==> src/rtl/booth_algorithm_pkg.sv <==
// Shared definitions for the radix-2 Booth multiplier.
//   state_e        - control FSM states (IDLE, RUN, FINISH)
//   DEFAULT_WIDTH  - default operand width
//   product_width  - width of the signed product for a given operand width
package booth_algorithm_pkg;

    typedef enum logic [1:0] {
        IDLE   = 2'd0,
        RUN    = 2'd1,
        FINISH = 2'd2
    } state_e;

    localparam int unsigned DEFAULT_WIDTH = 4;

    function automatic int unsigned product_width(input int unsigned width);
        return 2 * width;
    endfunction

endpackage

==> src/rtl/booth_algorithm_booth_step.sv <==
// One radix-2 Booth iteration, purely combinational.
// Ports:
//   a_i   [WIDTH:0]   accumulator (one guard bit above the operand width)
//   qr_i  [WIDTH-1:0] multiplier shift register
//   qm1_i             bit shifted out of qr on the previous iteration
//   mr_i  [WIDTH:0]   sign-extended multiplicand
//   a_o, qr_o, qm1_o  next {A, QR, q_m1} after add/sub and arithmetic right shift
module booth_step
    import booth_algorithm_pkg::*;
#(
    parameter int unsigned WIDTH = DEFAULT_WIDTH
) (
    input  logic [WIDTH:0]   a_i,
    input  logic [WIDTH-1:0] qr_i,
    input  logic             qm1_i,
    input  logic [WIDTH:0]   mr_i,
    output logic [WIDTH:0]   a_o,
    output logic [WIDTH-1:0] qr_o,
    output logic             qm1_o
);

    logic [WIDTH:0] sum;

    always_comb begin
        sum = a_i;
        unique case ({qr_i[0], qm1_i})
            2'b01:   sum = a_i + mr_i;
            2'b10:   sum = a_i - mr_i;
            default: sum = a_i;
        endcase
    end

    // Arithmetic shift of the concatenation {sum, qr, q_m1} right by one.
    assign a_o   = {sum[WIDTH], sum[WIDTH:1]};
    assign qr_o  = {sum[0], qr_i[WIDTH-1:1]};
    assign qm1_o = qr_i[0];

endmodule

==> src/rtl/booth_algorithm.sv <==
// Sequential radix-2 Booth multiplier, one add/sub-and-shift step per clock.
// Ports:
//   clk     rising-edge clock
//   rst_n   asynchronous active-low reset
//   start   begin a multiply (only honoured in IDLE)
//   Q       signed multiplier, captured on the accepted start edge
//   M       signed multiplicand, captured on the accepted start edge
//   result  registered signed product, 2*WIDTH bits, held until the next FINISH
//   busy    high while an operation is in progress
//   done    one-cycle pulse when result has just been updated
module booth_algorithm
    import booth_algorithm_pkg::*;
#(
    parameter int unsigned WIDTH = DEFAULT_WIDTH
) (
    input  logic                              clk,
    input  logic                              rst_n,
    input  logic                              start,
    input  logic [WIDTH-1:0]                  Q,
    input  logic [WIDTH-1:0]                  M,
    output logic [product_width(WIDTH)-1:0]   result,
    output logic                              busy,
    output logic                              done
);

    localparam int unsigned CntW = $clog2(WIDTH + 1);
    localparam int unsigned PW   = product_width(WIDTH);

    state_e           state_q, state_d;
    logic [WIDTH:0]   a_q, a_d;
    logic [WIDTH-1:0] qr_q, qr_d;
    logic             qm1_q, qm1_d;
    logic [WIDTH:0]   mr_q, mr_d;
    logic [CntW-1:0]  count_q, count_d;
    logic [PW-1:0]    result_q, result_d;
    logic             busy_q, busy_d;
    logic             done_q, done_d;

    logic [WIDTH:0]   step_a;
    logic [WIDTH-1:0] step_qr;
    logic             step_qm1;

    booth_step #(
        .WIDTH (WIDTH)
    ) u_booth_step (
        .a_i   (a_q),
        .qr_i  (qr_q),
        .qm1_i (qm1_q),
        .mr_i  (mr_q),
        .a_o   (step_a),
        .qr_o  (step_qr),
        .qm1_o (step_qm1)
    );

    always_comb begin
        state_d  = state_q;
        a_d      = a_q;
        qr_d     = qr_q;
        qm1_d    = qm1_q;
        mr_d     = mr_q;
        count_d  = count_q;
        result_d = result_q;
        busy_d   = busy_q;
        done_d   = 1'b0;

        unique case (state_q)
            IDLE: begin
                if (start) begin
                    a_d     = '0;
                    qr_d    = Q;
                    qm1_d   = 1'b0;
                    // Guard bit keeps A - MR exact for the most-negative multiplicand.
                    mr_d    = {M[WIDTH-1], M};
                    count_d = CntW'(WIDTH);
                    busy_d  = 1'b1;
                    state_d = RUN;
                end
            end
            RUN: begin
                a_d     = step_a;
                qr_d    = step_qr;
                qm1_d   = step_qm1;
                count_d = count_q - CntW'(1);
                if (count_q == CntW'(1)) begin
                    state_d = FINISH;
                end
            end
            FINISH: begin
                result_d = {a_q[WIDTH-1:0], qr_q};
                done_d   = 1'b1;
                busy_d   = 1'b0;
                state_d  = IDLE;
            end
            default: begin
                state_d = IDLE;
                busy_d  = 1'b0;
            end
        endcase
    end

    always_ff @(posedge clk or negedge rst_n) begin
        if (!rst_n) begin
            state_q  <= IDLE;
            a_q      <= '0;
            qr_q     <= '0;
            qm1_q    <= 1'b0;
            mr_q     <= '0;
            count_q  <= '0;
            result_q <= '0;
            busy_q   <= 1'b0;
            done_q   <= 1'b0;
        end else begin
            state_q  <= state_d;
            a_q      <= a_d;
            qr_q     <= qr_d;
            qm1_q    <= qm1_d;
            mr_q     <= mr_d;
            count_q  <= count_d;
            result_q <= result_d;
            busy_q   <= busy_d;
            done_q   <= done_d;
        end
    end

    assign result = result_q;
    assign busy   = busy_q;
    assign done   = done_q;

endmodule

==> config.mk <==
export PLATFORM = sky130hd
export DESIGN_NAME = booth_algorithm
export DESIGN_NICKNAME = d
export VERILOG_FILES = /design/src/rtl/booth_algorithm_pkg.sv /design/src/rtl/booth_algorithm_booth_step.sv /design/src/rtl/booth_algorithm.sv
export SDC_FILE = /design/constraint.sdc
export NUM_CORES = 1
export LEC_CHECK = 0
export BUFFER_PORTS_ARGS = -buffer_cell sky130_fd_sc_hd__buf_2
export CORE_ASPECT_RATIO = 0.7
export CORE_MARGIN = 2
export CORE_UTILIZATION = 56
export DETAILED_ROUTE_END_ITERATION = 6
export PLACE_DENSITY = 0.84
export REMOVE_ABC_BUFFERS = 1
export SLEW_MARGIN = 10
export SYNTH_ARGS = -nofsm -noshare
export SYNTH_HDL_FRONTEND = slang
export SYNTH_HIERARCHICAL = 1
export SYNTH_SLANG_ARGS = --single-unit
export TNS_END_PERCENT = 10
==> constraint.sdc <==
create_clock -name clk -period 3.4 [get_ports clk]
set_input_delay 0.51 -clock clk [delete_from_list [all_inputs] [get_ports clk]]
set_output_delay 0.51 -clock clk [all_outputs]
set_load 0.005 [all_outputs]
Word-level counts from Yosys, hierarchy flattened
Index checks and enable logic that the tools add are counted.
W data, S select, Z words.
{"block": "totals", "regBits": 29, "latchBits": 0, "ram_bits": 0, "romBits": 0, "inputBits": 11, "output_inout_bits": 10, "wordCells": 41, "n_memories": 0}
{"block": "op_classes", "n_addsub": 3, "multipliers": 0, "n_div": 0, "magnitude_cmp": 0, "n_eq_ne": 7, "shift": 0, "n_mux": 15, "n_bitwise": 1, "n_reduce_logical": 6}
{"operator": "$pmux W5 S2", "n": 2}
{"operator": "$pmux W4 S2", "n": 1}
{"operator": "$reduce_and A2 Y1", "n": 4}
{"operator": "$pmux W3 S2", "n": 1}
{"operator": "$add A5 B5 Y5", "n": 1}
{"operator": "$mux W5", "n": 1}
{"operator": "$sub A5 B5 Y5", "n": 1}
{"operator": "$eq A2 B1 Y1 const B", "n": 2}
{"operator": "$eq A2 B2 Y1 const B", "n": 2}
{"operator": "$mux W2", "n": 2}
{"operator": "$mux W4", "n": 1}
{"operator": "$ne A2 B2 Y1 const B", "n": 2}
{"operator": "$pmux W1 S2", "n": 2}
{"operator": "$pmux W2 S2", "n": 1}
{"operator": "$eq A3 B1 Y1 const B", "n": 1}
{"operator": "$mux W1", "n": 3}
{"operator": "$mux W3", "n": 1}
{"operator": "$sub A3 B1 Y3 const B", "n": 1}
{"operator": "$logic_not A2 Y1", "n": 1}
{"operator": "$reduce_bool A2 Y1", "n": 1}
{"operator": "$not A1 Y1", "n": 1}

Logic depth before layout (Yosys ltp)
Gate-level depths: netlist (run 1).
{"block": "depth", "ltp_word": 3, "depth_mapped": 12, "depth_no_buf": 11}

Cells and area by module
The synthesis (run 1) kept the hierarchy.
{"module": "booth_algorithm", "n_inst": 1, "cells_per_inst": 80, "area_each_um2": 1169.9, "seq_area_each_um2": 725.7}
{"module": "booth_step", "n_inst": 1, "cells_per_inst": 48, "area_each_um2": 350.3, "seq_area_each_um2": 0.0}

Worst setup path before layout (run 1)
OpenSTA, ideal clock, no wires.
{"block": "synth_path", "path_type": "reg-to-reg", "start": "register qm1_q", "end": "register a_q[4]", "setup_time_ps": 121, "t_arrival_ps": 2440, "required_ps": 3279, "setup_slack_ps": 839, "path_stages_with_launch": 12, "path_buffers": 1, "period_less_slack_ps": 2561, "cell_sequence": "dfrtp_1 inv_1 ha_1 mux2_2 fa_1 nor2b_1 o21ai_0 nor3b_1 mux2_4 xor2_2 buf_4 a22o_1"}
{"block": "synth_via", "elab_chain_len": 3, "elab_cells_between_ends": 4, "cone_classes": "eq/ne (2); mux (2)"}
{"item": "start: declaration", "line": "booth_algorithm.sv:32", "rtl": "logic qm1_q, qm1_d;"}
{"item": "start signal: assignment", "line": "booth_algorithm.sv:116", "rtl": "qm1_q <= qm1_d;"}
{"item": "$eq A2 B2 Y1 / $eq A2 B1 Y1 (equally long branches)", "line": "booth_algorithm_booth_step.sv:26", "rtl": "unique case ({qr_i[0], qm1_i})"}
{"item": "$pmux W5 S2 (*)", "line": "booth_algorithm_booth_step.sv:26"}
{"item": "via step_a[3]", "line": "booth_algorithm.sv:39", "rtl": "logic [WIDTH:0] step_a;"}
{"item": "$pmux W5 S2 (*)", "line": "booth_algorithm.sv:66", "rtl": "unique case (state_q)"}
{"item": "end signal: assignment", "line": "booth_algorithm.sv:104", "rtl": "a_q <= '0;"}
{"item": "end signal: assignment", "line": "booth_algorithm.sv:114", "rtl": "a_q <= a_d;"}
{"item": "end: declaration", "line": "booth_algorithm.sv:30", "rtl": "logic [WIDTH:0] a_q, a_d;"}
The timed path passes the listed nets; every way through them passes the cells marked *.
A chain may end at the register's enable or synchronous reset.

Worst setup path after layout (run 1)
Same ends and word-level chain as after synthesis.

==> results of run 1 <==
[layout make-up]
cell class	instances	share of cell area
clock inverter	3	0.0375
timing repair buffer	20	0.0577
inverter	12	0.0260
multi-input combinational	77	0.396
tap	34	0.0245
clock buffer	5	0.0397
sequential	29	0.418
[path summary, 6_finish.rpt]
path	slack [ns]	to	start	cells past startpoint
max	0.76	a_q[4]	qm1_q	10
min	0.24	qr_q[0]	rst_n	1
max reg2reg	0.76	a_q[4]	qm1_q	10
min reg2reg	0.49	result[6]	result[6]	1
max in group asynchronous	2.75	result[7]	rst_n	1
min in group clk	0.46	mr_q[3]	M[3]	2
[synth_stat cells (all sizes together)]
cell type,n
or4b,4
clkbuf,1
a21o,1
o21ba,1
and2,1
o21bai,1
inv,12
xnor2,2
nand2b,2
mux2i,1
fa,1
o21ai,5
and3,1
nand2,4
dfrtp,29
mux2,14
a22o,6
o221a,4
xor2,4
buf,9
o22ai,1
nor2b,3
nor3,1
a221oi,1
a31oi,1
nor2,3
ha,8
a21oi,4
nor3b,3
[per-stage QoR]
step | util | cell area, µm² | cells
after detailed placement | 0.636 | 1600 | 172
after global placement | 0.636 | 1600 | 172
after global routing | 0.690 | 1730 | 180
after floorplan | - | 1460 | 118
final | 0.690 | 1730 | 180
after CTS | 0.690 | 1730 | 180
[cell families after synthesis]
family	count (synthesis)
flops	29
compound gates	25
buf+inv	22
simple gates	22
mux	15
fa+ha+maj	9
xor+xnor	6
[layer usage]
metal	share of wire	routed length (µm)	vias to the layer above	global-route usage
li1	-	-	482	-
met1	0.47	1270	479	0.239
met2	0.44	1190	31	0.308
met3	0.057	152	8	0.0635
met4	0.026	70	0	0.155
met5	0	0	-	0
[where the power goes]
part / switching, µW / internal (µW)
clock network: 135 / 291
registers: 147 / 514
logic: 488 / 575
[state kept, by name, summed over array words and instances, names as in the netlist]
register,cells
result,8
a_q,5
mr_q,4
qr_q,4
count_q,3
state_q,2
busy,1
done,1
qm1_q,1
[worst max-delay path, delay by kind of cell (launching register included)]
family                   cells  cell delay [ns]
adder cells (fa/ha/maj)      2             0.69
multiplexers                 2             0.68
flip-flops                   1             0.38
AO/OA/AOI/OAI                2             0.29
AND/OR/NAND/NOR              2             0.27
XOR/XNOR                     1             0.15
buffers and inverters        1             0.07
[layout by cell type (no fill, tap or decap)]
master,n
inv_1,12
a21oi_1,3
nor2b_1,3
nor3b_1,2
xor2_2,1
buf_2,20
mux2_2,12
clkinv_2,1
o21ba_2,1
o221a_2,4
mux2i_1,1
dfrtp_1,29
and2_1,1
mux2_4,1
or4b_1,4
fa_1,1
and3_1,1
nand2b_1,2
o21bai_1,1
a22o_1,6
nor3_1,1
o22ai_1,1
xnor2_1,2
ha_1,8
a31oi_1,1
o21ai_1,4
nor2_1,3
xor2_1,3
o21ai_0,1
a21o_1,1
nor3b_2,1
nand2_1,4
bufinv_16,2
a21oi_2,1
a221oi_1,1
mux2_1,1
clkbuf_8,5
==> flow_metrics.env, run 1 <==
export IMPL_antenna_found_initial=0
export IMPL_synth_compound_area_frac=0.127
export IMPL_synthSimpleGateAreaFrac=0.0938
export IMPL_leakage_uw=0.000838
export IMPL_cap_violations=0
export IMPL_ctsHtreeMaxLevel=2
export IMPL_crit_arrival_ns=2.82
export IMPL_place_congestion=0.882
export IMPL_dieArea_um2=3150
export IMPL_ant_nets=0
export IMPL_finalMaxSlewViolations=0
export IMPL_multi_input_area_um2=687
export IMPL_path_cells="inv_1 -> ha_1 -> mux2_2 -> fa_1 -> nor2b_1 -> o21ai_0 -> nor3b_1 -> mux2_4 -> xor2_2 -> a22o_1"
export IMPL_cts_resized=0
export IMPL_layout_area_seq_um2=726
export IMPL_io_buffers=20
export IMPL_yosys_mux_area_fraction=0.113
export IMPL_vdd_drop_max_mv=0.776
export IMPL_power_density_nw_per_um2=1240
export IMPL_slowest_stage="fa_1"
export IMPL_slowest_delay_ns=0.43
export IMPL_grt_start_max_net_pins=30
export IMPL_hold_viol_final=0
export IMPL_start_kind="flop"
export IMPL_drt_total_wl_mm=2.68
export IMPL_synth_area_um2=1520
export IMPL_die_w_um=66.3
export IMPL_area_growth_synth_to_final_pct=14.1
export IMPL_rsz0062_at_grt="false"
export IMPL_yosys_top_cells_area="dfrtp_1 (48%), mux2_2 (8.9%), ha_1 (6.6%)"
export IMPL_dpl_hpwl_mm=1.97
export IMPL_outcome="finished, final reports clean"
export IMPL_drt_pass1_iter_count=4
export IMPL_synth_top_cell_area_share=0.477
export IMPL_root_buffer="clkbuf_8"
export IMPL_drc_errors=0
export IMPL_overflow=0
export IMPL_tightest_slew_ns=0.837
export IMPL_hold_class="in2async"
export IMPL_setup_viol=0
export IMPL_synth_seq_cells=29
export IMPL_fin_ws_ns=0.756
export IMPL_antenna_cells=0
export IMPL_fin_tns_setup_ns=0
export IMPL_start_util=0.604
export IMPL_synth_adder_area_share=0.0790
export IMPL_post_place_ws_ns=0.803
export IMPL_worstPathRequired_ns=3.57
export IMPL_cts_sinks=29
export IMPL_synth_top_family_by_area="compound AO/OA/AOI/OAI gates"
export IMPL_seq_area_frac_synth=0.477
export IMPL_ctsHoldBuffers=0
export IMPL_yosysTopAreaCell="dfrtp_1"
export IMPL_nets=165
export IMPL_grt_pass1_wl_mm=4.25
export IMPL_fmax_mhz=378
export IMPL_post_cts_buffers=0
export IMPL_drive_gt1_frac=0.336
export IMPL_grt_pass1_vias=926
export IMPL_fp_coreArea_um2=2510
export IMPL_fp_dieH_um=47.6
export IMPL_nFillCells=183
export IMPL_cts_buffers=5
export IMPL_rows=15
export IMPL_drt_iter0_drc=51
export IMPL_clkSlewWorstSetupHoldPaths_ns=0.07
export IMPL_cts_tree="yes"
export IMPL_io_pins=21
export IMPL_ctsLongestPathBuffers=2
export IMPL_synth_avg_cell_area_um2=11.9
export IMPL_via_count=1000
export IMPL_total_power_uw=2150
export IMPL_vias_per_cell=5.56
export IMPL_relSlewSlack=0.441
export IMPL_cp_end_kind="flop"
export IMPL_ys_types=36
export IMPL_worstSkewPairLatency_ns=0.29
export IMPL_wl_per_cell_um=14.9
export IMPL_synthXorXnorAreaFrac=0.0395
export IMPL_netlist_instances=128
export IMPL_path_class="reg2reg"
export IMPL_grt_use_total=0.199
export IMPL_period_needed_ns=2.64
export IMPL_skew_ns=0.00760
export IMPL_timing_hold_ws_ns=0.237
export IMPL_crit_fanout=4
export IMPL_fin_crit_sh=0.778
export IMPL_yosys_warnings=6
Power figures use the tool's default switching activity.
==> run 2: changes to the inputs <==
- ABC_AREA: unset -> 1
- CORE_UTILIZATION: 56 -> 51
- PLACE_DENSITY: 0.84 -> 0.81
- clock period: 3.4 -> 2.2 ns (I/O delays scaled with it)
==> run 2 against run 1 <==
- clock power is 34% higher
- clock-buffer cell count is 2 higher
- critical path depth is 3 higher
- critical endpoint is now a_q[3]
==> flow_metrics.env, run 2 <==
export IMPL_outcome="finished, final reports clean"
export IMPL_worstSkewPairLatency_ns=0.28
export IMPL_crit_arrival_ns=2.20
export IMPL_crit_fanout=4
export IMPL_grt_use_total=0.182
export IMPL_power_density_nw_per_um2=1740
export IMPL_multi_input_area_um2=726
export IMPL_fin_area_um2=1850
export IMPL_path_class="reg2reg"
export IMPL_synth_top_cell_area_share=0.463
export IMPL_cts_sinks=29
export IMPL_nFillCells=266
export IMPL_fmax_mhz=493
export IMPL_cts_buffers=5
export IMPL_seq_area_frac_synth=0.463
export IMPL_synth_common_cells="nand2_1 (96), dfrtp_1 (29), inv_1 (25)"
export IMPL_placed_area_um2=1680
export IMPL_largest_reg_flops=8
export IMPL_root_buffer="clkbuf_8"
export IMPL_leakage_uw=0.00104
export IMPL_place_congestion=0.870
export IMPL_wl_per_cell_um=11.0
export IMPL_post_place_ws_ns=0.0525
export IMPL_die_w_um=70.2
export IMPL_overflow=0
export IMPL_drt_pass1_iter_count=4
export IMPL_worstPathRequired_ns=2.37
export IMPL_drive_gt1_frac=0.176
export IMPL_via_count=1275
export IMPL_synth_area_um2=1570
export IMPL_cp_end_kind="flop"
export IMPL_finalMaxSlewViolations=0
export IMPL_fp_dieH_um=50.4
export IMPL_async_flop_share=1.00
export IMPL_fp_coreArea_um2=2860
export IMPL_cap_violations=0
export IMPL_antenna_found_initial=0
export IMPL_skew_ns=0.00500
export IMPL_cts_tree="yes"
export IMPL_synthMostInstantiatedCell="nand2_1"
export IMPL_drc_errors=0
export IMPL_tightest_slew_ns=0.640
export IMPL_hold_viol_final=0
export IMPL_start_kind="flop"
export IMPL_period_needed_ns=2.03
export IMPL_io_buffers=20
export IMPL_total_power_uw=3220
export IMPL_hold_class="in2async"
export IMPL_netlist_instances=208
export IMPL_layout_common_cells="nand2_1 (96), dfrtp_1 (29), inv_1 (25)"
export IMPL_ctsLongestPathBuffers=2
export IMPL_synth_ff_type="dfrtp_1"
export IMPL_clkSlewWorstSetupHoldPaths_ns=0.06
export IMPL_yosysTopAreaCell="dfrtp_1"
export IMPL_dieArea_um2=3540
export IMPL_grt_pass1_vias=1102
export IMPL_yosys_warnings=6
export IMPL_fin_crit_sh=0.923
export IMPL_vias_per_cell=4.74
export IMPL_ys_types=19
export IMPL_drt_iter0_drc=72
export IMPL_setup_viol=0
export IMPL_synth_seq_cells=29
export IMPL_grt_start_max_net_pins=30
export IMPL_layout_area_seq_um2=726
export IMPL_fin_ws_ns=0.170
export IMPL_grt_pass1_wl_mm=4.84
export IMPL_drt_total_wl_mm=2.95
export IMPL_start_util=0.547
export IMPL_yosys_top_cells_area="dfrtp_1 (46%), nand2_1 (23%), ha_1 (6.4%)"
export IMPL_dpl_hpwl_mm=2.05
export IMPL_area_growth_synth_to_final_pct=18.0
export IMPL_vdd_drop_max_mv=0.858
export IMPL_antenna_cells=0
export IMPL_relSlewSlack=0.573
export IMPL_ant_nets=0
export IMPL_synth_edf_count=0
export IMPL_io_pins=21
export IMPL_fin_tns_setup_ns=0
export IMPL_synth_avg_cell_area_um2=7.53
export IMPL_nets=252
export IMPL_rows=16
export IMPL_ctsHtreeMaxLevel=2
export IMPL_layout_commonest_cell="nand2_1"
-- run 2: cell types whose count changed in the layout (fill, tap and decap cells not counted), moves of 6 or more --
| cell | delta |
|---|---|
| nand3_1 | +13 |
| inv_1 | +13 |
| nand2_1 | +92 |
| mux2_2 | -12 |
| a22o_1 | -6 |
| o21ai_0 | +7 |
-- run 2: metrics by stage --
step,util,cells,hold slack (ns)
3_5_place_dp,0.587,259,0.394
2_1_floorplan,-,201,0.0344
6_report,0.646,269,0.0646
4_1_cts,0.627,267,0.0869
3_3_place_gp,0.587,259,0.385
5_1_grt,0.646,269,0.119
-- run 2: logic make-up (layout without fill, tap and decap cells) --
kind of cell | Yosys count | after routing | share of synthesized area
adder cells (fa/ha/maj) | 9 | 9 | 0.0767
AO/OA/AOI/OAI | 15 | 15 | 0.0519
buffers and inverters | 35 | 60 | 0.0974
AND/OR/NAND/NOR | 118 | 118 | 0.300
XOR/XNOR | 2 | 2 | 0.0112
flip-flops | 29 | 29 | 0.463
-- run 2: final timing paths --
path	to	cells after the start	start	slack [ns]
worst max-delay path	a_q[3]	13	qr_q[0]	0.17
worst min-delay path	result[3]	1	rst_n	0.06
worst max register to register	a_q[3]	13	qr_q[0]	0.17
worst min register to register	result[3]	2	result[3]	0.48
max in group asynchronous	a_q[3]	1	rst_n	1.71
min in group clk	mr_q[1]	3	M[1]	0.29
-- run 2: report_power, final --
group | switching [µW] | internal (µW)
clock network | 202 | 369
registers | 199 | 781
logic | 958 | 713
total | 1360 | 1860
-- run 2: area by class of cell --
type,count,share of cell area
clock buffer,7,0.0467
clock inverter,1,0.0162
inverter,28,0.0569
multi-input combinational,144,0.393
sequential,29,0.393
tap,36,0.0244
timing repair buffer,24,0.0704
-- run 2: critical path, cell delays in order (launching register included) --
cell,delay [ns]
dfrtp_1,0.44
ha_4,0.21
a31oi_2,0.16
xor2_1,0.15
inv_1,0.08
ha_4,0.23
a21oi_1,0.15
nand2_1,0.08
nand3_1,0.11
nand3_1,0.08
nand2_1,0.06
nand2_1,0.06
nand2_1,0.06
nand2_1,0.04
-- run 2: what timing repair did --
| item | 4_1_cts | 5_1_grt |
|---|---|---|
| resized for setup | 0 | 7 |
| setup endpoints to repair | 0 | 3 |
| buffers inserted | 0 | 2 |
| hold buffers | 0 | 0 |
-- run 2: routing by layer --
layer / up-vias / track usage / share of wire
met4: 0 / 0.0897 / 0.019
met3: 7 / 0.0602 / 0.056
met1: 551 / 0.255 / 0.51
met5: - / 0 / 0
met2: 34 / 0.253 / 0.42
li1: 683 / - / -
